`src/rtl/pong_game_ctrl.sv`:
```
// Frame-synchronous Pong sequencer: serve/play/pause/point/game-over flow,
// per-player scoring and winner latch, all timed in frames via fsync.
//
// state    | meaning
// ---------+--------------------------------------------------
// IDLE     | waiting for first start press, ball held, paddles locked
// SERVE    | ball held at centre for SERVE_FRAMES, paddles free
// PLAY     | ball in motion, misses score points
// PAUSE    | everything frozen until the next start press
// POINT    | freeze for POINT_FRAMES after a point, then serve or end
// GAMEOVER | a player reached WIN_SCORE, winner valid, start begins a new game
module pong_game_ctrl #(
    parameter int SERVE_FRAMES = 60,
    parameter int POINT_FRAMES = 90,
    parameter int WIN_SCORE    = 7
) (
    input  logic       pixel_clk,
    input  logic       rst,
    input  logic       fsync,
    input  logic       start_btn,
    input  logic       miss_top,
    input  logic       miss_bot,
    output logic       paddle_en,
    output logic       ball_rst,
    output logic       ball_freeze,
    output logic       serve_dir,
    output logic [3:0] score_one,
    output logic [3:0] score_two,
    output logic       game_over,
    output logic       winner,
    output logic [2:0] state
);

    typedef enum logic [2:0] {
        IDLE     = 3'd0,
        SERVE    = 3'd1,
        PLAY     = 3'd2,
        PAUSE    = 3'd3,
        POINT    = 3'd4,
        GAMEOVER = 3'd5
    } state_t;

    localparam logic [7:0] SERVE_LAST = 8'(SERVE_FRAMES);
    localparam logic [7:0] POINT_LAST = 8'(POINT_FRAMES);
    localparam logic [3:0] WIN_LIM    = 4'(WIN_SCORE);

    state_t     state_q, state_d;
    logic [7:0] frame_cnt, frame_cnt_d;
    logic [3:0] score_one_d, score_two_d;
    logic       serve_dir_d, winner_d;
    logic       sync_a, sync_b, sync_c, start_edge;
    logic       frame_done;

    // two-flop synchronizer, then a registered rising-edge pulse
    always_ff @(posedge pixel_clk) begin
        if (rst) begin
            sync_a     <= 1'b0;
            sync_b     <= 1'b0;
            sync_c     <= 1'b0;
            start_edge <= 1'b0;
        end else begin
            sync_a     <= start_btn;
            sync_b     <= sync_a;
            sync_c     <= sync_b;
            start_edge <= sync_b & ~sync_c;
        end
    end

    always_ff @(posedge pixel_clk) begin
        if (rst) begin
            state_q   <= IDLE;
            frame_cnt <= 8'd0;
            score_one <= 4'd0;
            score_two <= 4'd0;
            serve_dir <= 1'b1;
            winner    <= 1'b0;
        end else begin
            state_q   <= state_d;
            frame_cnt <= frame_cnt_d;
            score_one <= score_one_d;
            score_two <= score_two_d;
            serve_dir <= serve_dir_d;
            winner    <= winner_d;
        end
    end

    always_comb begin
        state_d     = state_q;
        score_one_d = score_one;
        score_two_d = score_two;
        serve_dir_d = serve_dir;
        winner_d    = winner;
        frame_done  = 1'b0;
        case (state_q)
            IDLE: begin
                if (start_edge) state_d = SERVE;
            end
            SERVE: begin
                if (fsync && (frame_cnt + 8'd1 == SERVE_LAST)) state_d = PLAY;
            end
            PLAY: begin
                // miss_top has priority over miss_bot, and any miss over start
                if (miss_top) begin
                    if (score_two < WIN_LIM) score_two_d = score_two + 4'd1;
                    serve_dir_d = 1'b0;
                    state_d     = POINT;
                end else if (miss_bot) begin
                    if (score_one < WIN_LIM) score_one_d = score_one + 4'd1;
                    serve_dir_d = 1'b1;
                    state_d     = POINT;
                end else if (start_edge) begin
                    state_d = PAUSE;
                end
            end
            PAUSE: begin
                if (start_edge) state_d = PLAY;
            end
            POINT: begin
                frame_done = fsync && (frame_cnt + 8'd1 == POINT_LAST);
                if (frame_done) begin
                    if (score_one == WIN_LIM || score_two == WIN_LIM) begin
                        state_d  = GAMEOVER;
                        winner_d = (score_two == WIN_LIM);
                    end else begin
                        state_d = SERVE;
                    end
                end
            end
            GAMEOVER: begin
                if (start_edge) begin
                    state_d     = SERVE;
                    score_one_d = 4'd0;
                    score_two_d = 4'd0;
                    serve_dir_d = 1'b1;
                end
            end
            default: state_d = IDLE;
        endcase

        if (state_d != state_q)
            frame_cnt_d = 8'd0;
        else if (fsync && (state_q == SERVE || state_q == POINT))
            frame_cnt_d = frame_cnt + 8'd1;
        else
            frame_cnt_d = frame_cnt;
    end

    always_comb begin
        paddle_en   = 1'b0;
        ball_rst    = 1'b1;
        ball_freeze = 1'b1;
        game_over   = 1'b0;
        case (state_q)
            SERVE: begin
                paddle_en   = 1'b1;
                ball_freeze = 1'b0;
            end
            PLAY: begin
                paddle_en   = 1'b1;
                ball_rst    = 1'b0;
                ball_freeze = 1'b0;
            end
            PAUSE:    ball_rst  = 1'b0;
            GAMEOVER: game_over = 1'b1;
            default: ;
        endcase
    end

    assign state = state_q;

endmodule

```
`config.mk`:
```
export PLATFORM = sky130hd
export DESIGN_NAME = pong_game_ctrl
export DESIGN_NICKNAME = d
export VERILOG_FILES = /design/src/rtl/pong_game_ctrl.sv
export SDC_FILE = /design/constraint.sdc
export NUM_CORES = 1
export LEC_CHECK = 0
export CAP_MARGIN = 10
export CELL_PAD_IN_SITES_DETAIL_PLACEMENT = 1
export CELL_PAD_IN_SITES_GLOBAL_PLACEMENT = 1
export CORE_MARGIN = 4
export CORE_UTILIZATION = 42
export DETAILED_ROUTE_END_ITERATION = 7
export PLACE_DENSITY_LB_ADDON = 0.1
export RECOVER_POWER = 25
export SKIP_CTS_REPAIR_TIMING = 1
export SLEW_MARGIN = 30
export SYNTH_ARGS = -nofsm -noshare
export SYNTH_HDL_FRONTEND = slang
export SYNTH_SLANG_ARGS = --single-unit
export TNS_END_PERCENT = 20
```
`constraint.sdc`:
```
create_clock -name pixel_clk -period 3 [get_ports pixel_clk]
set_input_delay 0.3 -clock pixel_clk [delete_from_list [all_inputs] [get_ports pixel_clk]]
set_output_delay 0.3 -clock pixel_clk [all_outputs]
set_load 0.01 [all_outputs]
```
Word level (Yosys, flattened, before mapping)
Index checks and enable logic that the tools add are counted.
{"block": "classes", "add_sub_neg": 3, "reduce_logical": 15, "n_mux": 25, "bitwise": 2, "order_cmp": 2, "n_eq_ne": 17}
{"operator": "$mux 3", "count": 8}
{"operator": "$mux 4", "count": 6}
{"operator": "$pmux 4 s2", "count": 2}
{"operator": "$pmux 3 s5", "count": 1}
{"operator": "$ne 2x2->1 const B", "count": 6}
{"operator": "$add 4x1->4 const B", "count": 2}
{"operator": "$add 8x1->8 const B", "count": 1}
{"operator": "$eq 4x3->1 const B", "count": 2}
{"operator": "$eq 8x6->1 const B", "count": 1}
{"operator": "$eq 8x7->1 const B", "count": 1}
{"operator": "$lt 4x3->1 const B", "count": 2}
{"operator": "$reduce_or 2->1", "count": 4}
{"operator": "$mux 1", "count": 7}
{"operator": "$eq 3x2->1 const B", "count": 2}
{"operator": "$eq 3x3->1 const B", "count": 2}
{"operator": "$reduce_and 3->1", "count": 2}
{"operator": "$reduce_and 5->1", "count": 1}
{"operator": "$reduce_and 4->1", "count": 1}
{"operator": "$eq 3x1->1 const B", "count": 1}
{"operator": "$logic_and 1x1->1", "count": 3}
{"operator": "$logic_not 3->1", "count": 1}
{"operator": "$ne 3x3->1", "count": 1}
{"operator": "$ne 3x3->1 const B", "count": 1}
{"operator": "$logic_or 1x1->1", "count": 2}
{"operator": "4 further kinds", "count": 4}
{"block": "word_totals", "register_bits": 25, "elab_cells": 74, "out_inout_bits": 17, "in_bits": 6}

Longest topological paths before layout
Gate-level depths: netlist (run 1).
{"block": "depth", "word_depth": 7, "mapped_depth": 7, "mapped_depth_nobuf": 6}

Worst setup path after synthesis (run 1)
OpenSTA, ideal clock, no wires.
{"block": "synth_path", "path_type": "flip-flop to flip-flop", "startpoint": "register frame_cnt[0]", "endpoint": "register frame_cnt[0]", "path_stages_with_launch": 8, "synth_period_minus_slack_ns": 2.014, "n_path_buf": 1, "required_time_ns": 2.868, "t_arrival_ns": 1.882, "slack_ns": 0.986, "setup_ns": 0.132, "path_cell_list": "dfxtp_1 ha_1 xnor2_1 or4b_4 o31ai_4 and2_2 buf_6 a211oi_1"}
{"block": "synth_via", "elab_chain_len": 7, "word_cells_on_any_way": 10, "cone_classes": "1 x add/sub; 3 x eq/ne; 3 x mux; 3 x reduce/logical"}
{"item": "from (decl)", "line_no": "48", "rtl": "logic [7:0] frame_cnt, frame_cnt_d;"}
{"item": "from (signal assigned)", "line_no": "79", "rtl": "frame_cnt <= frame_cnt_d;"}
{"item": "$add 8x1->8 (*)", "line_no": "99, 119, 143"}
{"item": "$eq 8x7->1 or $eq 8x6->1 (tied branches)", "line_no": "119, 99"}
{"item": "$logic_and 1x1->1, on equally long branches", "line_no": "119, 99"}
{"item": "$mux 3, on equally long branches", "line_no": "120, 99"}
{"item": "$pmux 3 s5", "line_no": "94", "rtl": "case (state_q)"}
{"item": "$ne 3x3->1", "line_no": "140", "rtl": "if (state_d != state_q)"}
{"item": "$reduce_or 2->1 (no source line)"}
Every way passes the cells marked *; elsewhere a longest branch is shown, timed or not.
A chain may end at the register's enable or synchronous reset.

Worst setup path after layout (run 1)
{"block": "layout_path", "startpoint": "register state_q[0], in the netlist state[0]", "endpoint": "output paddle_en"}
{"block": "layout_via", "elab_chain_len": 3, "word_cells_on_any_way": 4, "cone_classes": "2 x eq/ne; 1 x mux; 1 x reduce/logical"}
{"item": "from (decl)", "line_no": "47", "rtl": "state_t state_q, state_d;"}
{"item": "from (signal assigned)", "line_no": "78", "rtl": "state_q <= state_d;"}
{"item": "$eq 3x1->1 or $eq 3x2->1 (tied branches)", "line_no": "153", "rtl": "case (state_q)"}
{"item": "$reduce_or 2->1 (no source line) (*)"}
{"item": "$mux 1 (*)", "line_no": "153"}
{"item": "to (decl)", "line_no": "23", "rtl": "output logic paddle_en,"}
Marked as above.

==> impl_summary.txt, run 1 <==
----------------------------------------------------
[Outcome]
  Run status ... completed

[Critical path]
  Count of buffering cells on the critical path with inverters included ... 1
  Cells along the critical path ... nor3b_1 -> or2_2 -> clkdlybuf4s50_1
  Beginning of the critical path ... state[0]
  Type of element launching the critical path ... flop
  Number of logic stages on the critical path including buffering ... 3
  Startpoint-to-endpoint class of the critical path ... flop to output pin
  Kind of cell adding the most delay to the critical path ... simple AND/OR/NAND/NOR gates
  End of the worst register-to-register path ... frame_cnt[4]
  Highest cell delay on the worst timing path ... 0.66 ns
  Capturing instance or port of the critical path ... paddle_en
  Register-to-register path setup slack ... 0.67 ns
  Critical R2R Launch ... frame_cnt[0]
  Max stage delay cell, worst path ... dfxtp_1
  Req. time, crit path ... 2.70 ns
  Max FO, Critical Path ... 15
  Data arrival time at the worst-slack endpoint ... 2.18 ns
  Cell count of the worst reg-to-reg path ... 6
  Sort of element at the end of the critical path ... output pin

[Route]
  Detailed Route Iter0 Violations ... 68
  WL per Instance ... 15.5 um
  DRT Wirelength ... 3530 um
  Total via count after detailed routing ... 1,246
  Number of search-and-repair iterations in the first detailed-routing pass ... 4
  Number of vias per cell ... 5.46
  ANT nets after route ... 0
  DRC Markers ... 0

[Synthesis]
  Post-Synthesis Cells ... 164
  Sequential fraction of the synthesis area ... 34.9%
  Synthesized netlist net count ... 175
  Top cells by area in the synthesized netlist ... dfxtp_1, xnor2_1, nor2_1, a211oi_1, ha_1
  Synthesized area divided by synthesized cell count ... 8.75 um^2
  Area fraction of the dominant cell type after synthesis ... 34.9%
  Dominant cell type by area after synthesis ... dfxtp_1
  Count of different cell masters after synthesis ... 45
  Combined area of all synthesized cells ... 1440 um^2
  Yosys reg bits ... 25
  Synth warnings ... 0

[Global routing]
  Maximum number of pins on one net before global-route repair ... 16
  Initial antenna violation count ... 0
  Global-route congestion overflow total ... 0
  Global-route wire length before repair ... 6090 um
  Vias in the first global route ... 1,294
  Global router's overall resource usage ... 18.0%

[Cells and area]
  Fraction of layout instances using a drive strength above 1 ... 7.07%
  Post-layout net count ... 196
  Signed area change from the synthesized netlist to the final layout ... 18.1%
  Final cell area excluding filler cells ... 1700 um^2
  Most frequent cells in the layout ... dfxtp_1, nor2_1, clkdlybuf4s50_1
  Final cell count without fillers ... 228
  Final antenna diode count ... 0
  Most common cell after layout, fill and taps aside ... dfxtp_1

[STA]
  Unrepaired setup endpoints after global routing ... false
  Final Max Tran Viols ... 0
  Final worst path period share ... 82.7%
  Fin Setup TNS ... 0 ns
  Worst slew slack as a fraction of its limit ... 57.6%
  Post-layout minimum cycle time ... 2.48 ns
  Peak Freq ... 403 MHz
  Maximum clock skew at final layout ... 0.00668 ns
  Minimum hold slack ... 0.407 ns
  Number of endpoints with negative hold slack in the final report ... 0
  Pin slew with the least headroom to its limit ... 0.627 ns
  Count of endpoints failing setup in the final report ... 0

[Die]
  Die boundary width ... 66.5 um
  Core Box Area ... 3150 um^2
  Floorplan die height ... 66.5 um
  Starting utilization of the core area ... 45.5%
  Number of placed I/O pins ... 23
  Site Rows ... 20
  Total die area ... 4420 um^2

[Power and ir drop]
  Flop pwr share ... 64.1%
  Maximum ir drop on the vdd rail ... 0.000256 V
  Sw power ... 126 uW
  Part of the power in the clock network ... 27.8%
  Gate power share ... 8.1%
  Power density relative to cell area ... 312 nW/um^2
  Leak ... 0.000598 uW
  Net switching fraction of the power ... 23.8%
  Internal cell power ... 403 uW

[Clock tree]
  Clock tree from TritonCTS ... done
  Number of buffers on the longest clock path ... 2
  Root buffer selected by CTS ... clkbuf_4
  Insertion delay to the later sink of the worst-skew pair ... 0.32 ns
  Number of H-tree levels ... 1
  Inserted Clock Buffers ... 3
  Clock-pin slew on the worst setup and hold paths ... 0.13 ns
  Number of clock sinks ... 25

[Placed design]
  IO Port Bufs ... 22
  Placed Instance Area ... 1670 um^2
  DP HPWL ... 2760 um
  GP Congestion ... 0.864
  Cell count after placement ... 224

[Hold path]
  Type of the most critical hold path ... flop to flop

[Job]
  Count of max-cap constraint violations ... 0

----------------------------------------------------
==> routing by layer <==
metal  vias to the layer above  GRT usage, %  share of wire [%]
met4                         0          3.05               0.57
met2                        25          33.2                 53
met1                       589          20.9                 42
met3                         2          4.55                4.3
li1                        630             -                  -
met5                         -             0                  0
==> synthesized netlist by cell type, drive strengths merged <==
library cell	n
dfxtp	25
nor2	19
nand2	13
a211oi	9
a21oi	9
xnor2	9
inv	8
buf	5
ha	5
nor2b	5
nor3	4
nor3b	4
nand3	3
o21ai	3
o31ai	3
a21o	2
a31oi	2
a41oi	2
and3b	2
clkbuf	2
mux2i	2
nand2b	2
nand3b	2
nor4	2
nor4b	2
o21a	2
or2	2
xor2	2
a2111oi	1
a21boi	1
a311oi	1
a32oi	1
a41o	1
and2	1
and4	1
mux2	1
nand4	1
nand4b	1
o211ai	1
o22a	1
or3	1
or4b	1
==> power by group through the flow <==
stage	logic, uW	registers, uW	clock network, uW
floorplan	28.1	345	0
global placement	41.4	347	0
detailed placement	43.2	347	0
CTS	43.5	340	159
global route	46.9	341	170
finish	42.6	340	147
==> metrics by stage <==
| step | util, % | power, uW | worst slack [ns] |
|---|---|---|---|
| 2_1_floorplan | - | 373 | 0.986 |
| 4_1_cts | 53.8 | 542 | 0.500 |
| 3_5_place_dp | 52.9 | 390 | 0.610 |
| 5_1_grt | 53.8 | 558 | 0.392 |
| 3_3_place_gp | 52.9 | 388 | 0.795 |
| 6_report | 53.8 | 529 | 0.520 |
==> logic make-up (layout without fill, tap and decap cells) <==
| kind of cell | after synthesis | in the layout | share of synthesized area [%] |
|---|---|---|---|
| AO/OA/AOI/OAI | 39 | 39 | 21.5 |
| adder cells (fa/ha/maj) | 5 | 5 | 4.36 |
| multiplexers | 3 | 3 | 2.18 |
| buffers and inverters | 15 | 35 | 5.58 |
| AND/OR/NAND/NOR | 66 | 66 | 24.8 |
| XOR/XNOR | 11 | 11 | 6.71 |
| flip-flops | 25 | 25 | 34.9 |
==> layout make-up <==
cell class,instances,area [um^2]
fillers,389,1460
multi-input cells,124,855
flip-flops and latches,25,500
repair buffers,23,228
well taps,44,55.1
inverters,8,30.0
clock buffers,3,22.5
clock inverters,1,5.00
==> how the worst min path moves through the flow <==
stage / start / endpoint / slack (ns) / cells after the start
floorplan: sync_c / start_edge / 0.37 / 1
global placement: sync_c / start_edge / 0.37 / 1
detailed placement: sync_c / start_edge / 0.39 / 1
CTS: sync_c / start_edge / 0.41 / 1
global route: sync_c / start_edge / 0.42 / 1
finish: sync_c / start_edge / 0.41 / 1
==> registers in the layout (all words and copies together) (netlist names) <==
name / flops
serve_dir: 1
start_edge: 1
score_one: 4
state: 3
frame_cnt: 8
sync_b: 1
sync_c: 1
score_two: 4
sync_a: 1
winner: 1
Note: power is estimated with default switching activity, not from simulation.
==> run 2: changes to the inputs <==
Settings changed: CORE_UTILIZATION 42 to 39.
Clock period 3 ns to 2.6 ns, I/O delays scaled along.
==> run 2 against run 1 <==
Sequential share of layout area down 0.49 points. Routed wire length down 0.68%. Utilization down 3.7 points. Sequential cell count unchanged. First-iteration DRC count down 8.8%. Hold slack worse by 0.0030 ns. Clock skew down 0.0019 ns. Design area up 1.7%. Worst setup slack worse by 0.28 ns. Global-route usage down 1.8 points. Register-to-register slack worse by 0.43 ns.
==> impl_summary.txt, run 2 (synthesis results as in run 1) <==
----------------------------------------------------
[Clock tree]
  Number of buffers on the longest clock path ... 2
  Root buffer selected by CTS ... clkbuf_8
  Insertion delay to the later sink of the worst-skew pair ... 0.27 ns
  Clock-pin slew on the worst setup and hold paths ... 0.08 ns
  Number of clock sinks ... 25
  Number of H-tree levels ... 1
  Clock tree from TritonCTS ... done
  Inserted Clock Buffers ... 3

[STA]
  Count of endpoints failing setup in the final report ... 0
  Slack of the critical path ... 0.239 ns
  Post-layout minimum cycle time ... 2.36 ns
  Maximum clock skew at final layout ... 0.00479 ns
  Unrepaired setup endpoints after global routing ... false
  Peak Freq ... 423 MHz
  Pin slew with the least headroom to its limit ... 0.621 ns
  Number of endpoints with negative hold slack in the final report ... 0
  Worst slew slack as a fraction of its limit ... 58.0%
  Final Max Tran Viols ... 0
  Final worst path period share ... 90.8%
  Fin Setup TNS ... 0 ns

[Power and ir drop]
  Maximum ir drop on the vdd rail ... 0.000353 V
  Gate power share ... 7.4%
  Part of the power in the clock network ... 34.5%
  Leak ... 0.000611 uW
  Net switching fraction of the power ... 23.5%
  Internal cell power ... 515 uW
  Post-route total power ... 673 uW
  Power density relative to cell area ... 390 nW/um^2
  Flop pwr share ... 58.1%
  Sw power ... 158 uW

[Cells and area]
  Fraction of layout instances using a drive strength above 1 ... 7.57%
  Biggest regs ... frame_cnt (8), score_one (4), score_two (4)
  Most frequent cells in the layout ... dfxtp_1, nor2_1, clkdlybuf4s50_1
  Final antenna diode count ... 0
  Number of flip-flops under the largest register name ... 8
  Post-Route Utilization ... 50.1%
  Most common cell after layout, fill and taps aside ... dfxtp_1
  Reg with most FFs ... frame_cnt
  Final cell area excluding filler cells ... 1720 um^2
  Signed area change from the synthesized netlist to the final layout ... 20.1%
  Post-layout net count ... 197

[Route]
  Uppermost metal layer occupied by signal nets ... met4
  Number of search-and-repair iterations in the first detailed-routing pass ... 4
  WL met1 ... 1710 um
  Routed met3 length ... 125 um
  DRC Markers ... 0
  WL per Instance ... 15.2 um
  Met2 wirelength from detailed routing ... 1630 um
  Total via count after detailed routing ... 1,249
  Detailed Route Iter0 Violations ... 62
  Number of vias per cell ... 5.41
  DRT Wirelength ... 3500 um
  ANT nets after route ... 0

[Job]
  Count of max-cap constraint violations ... 0

[Die]
  Floorplan die height ... 68.7 um
  Die boundary width ... 68.7 um
  Number of placed I/O pins ... 23
  Core Box Area ... 3440 um^2
  Starting utilization of the core area ... 41.7%
  Total die area ... 4710 um^2
  Site Rows ... 21

[Placed design]
  GP Congestion ... 0.782
  IO Port Bufs ... 22
  Placement Setup Slack ... 0.246 ns
  DP HPWL ... 2700 um
  Placed Instance Area ... 1680 um^2

[Hold path]
  Type of the most critical hold path ... flop to flop
  Start point of the worst hold path ... sync_c
  Worst hold path cell count ... 1
  Worst Hold Path EP ... start_edge

[Global routing]
  Vias in the first global route ... 1,185
  Global router's overall resource usage ... 16.2%
  Global-route congestion overflow total ... 0
  Global-route wire length before repair ... 5710 um
  Maximum number of pins on one net before global-route repair ... 16
  Initial antenna violation count ... 0

[Critical path]
  Max FO, Critical Path ... 8
  Register-to-register path setup slack ... 0.24 ns
  Type of element launching the critical path ... flop
  Req. time, crit path ... 2.75 ns
  Critical R2R Launch ... frame_cnt[0]
  Sort of element at the end of the critical path ... flop
  Data arrival time at the worst-slack endpoint ... 2.51 ns
  End of the worst register-to-register path ... frame_cnt[3]
  Cell count of the worst reg-to-reg path ... 6
  Startpoint-to-endpoint class of the critical path ... flop to flop

[Outcome]
  Run status ... completed

----------------------------------------------------
[run 2: worst max path at each step]
stage	from	end	cells after the start
after floorplan	frame_cnt[0]	frame_cnt[0]	7
after global placement	frame_cnt[0]	frame_cnt[5]	6
after detailed placement	frame_cnt[0]	frame_cnt[0]	6
after CTS	frame_cnt[0]	frame_cnt[0]	6
after global routing	frame_cnt[0]	frame_cnt[2]	6
final	frame_cnt[0]	frame_cnt[3]	6
[run 2: metrics by stage]
step	cells	hold WS, ns
global route	231	0.438
detailed placement	227	0.378
finish	231	0.405
CTS	231	0.403
floorplan	164	0.367
global placement	227	0.372
[run 2: critical path: stages (launching register included)]
cell and delay, ns:
dfxtp_1 0.46, ha_1 0.27, nand2_1 0.11, or3_1 0.40
a2111oi_2 0.50, a21o_1 0.38, a211oi_1 0.12
[run 2: cell type report]
class | count | area (um^2)
fillers | 426 | 1720
multi-input cells | 124 | 855
flip-flops and latches | 25 | 500
repair buffers | 24 | 235
well taps | 46 | 57.6
clock buffers | 3 | 41.3
inverters | 8 | 30.0
clock inverters | 1 | 5.00
[run 2: routing by layer]
metal  GRT usage [%]  vias up
li1                -      631
met1            20.7      596
met2            26.8       18
met3            3.89        4
met4            4.47        0
met5               0        -
[run 2: power by group through the flow]
| stage | sequential [uW] | combinational, uW | clock, uW |
|---|---|---|---|
| 3_5_place_dp | 400 | 50.7 | 0 |
| 3_3_place_gp | 400 | 48.7 | 0 |
| 5_1_grt | 392 | 54.6 | 266 |
| 4_1_cts | 391 | 50.9 | 240 |
| 6_report | 391 | 49.8 | 232 |
| 2_1_floorplan | 398 | 32.4 | 0 |
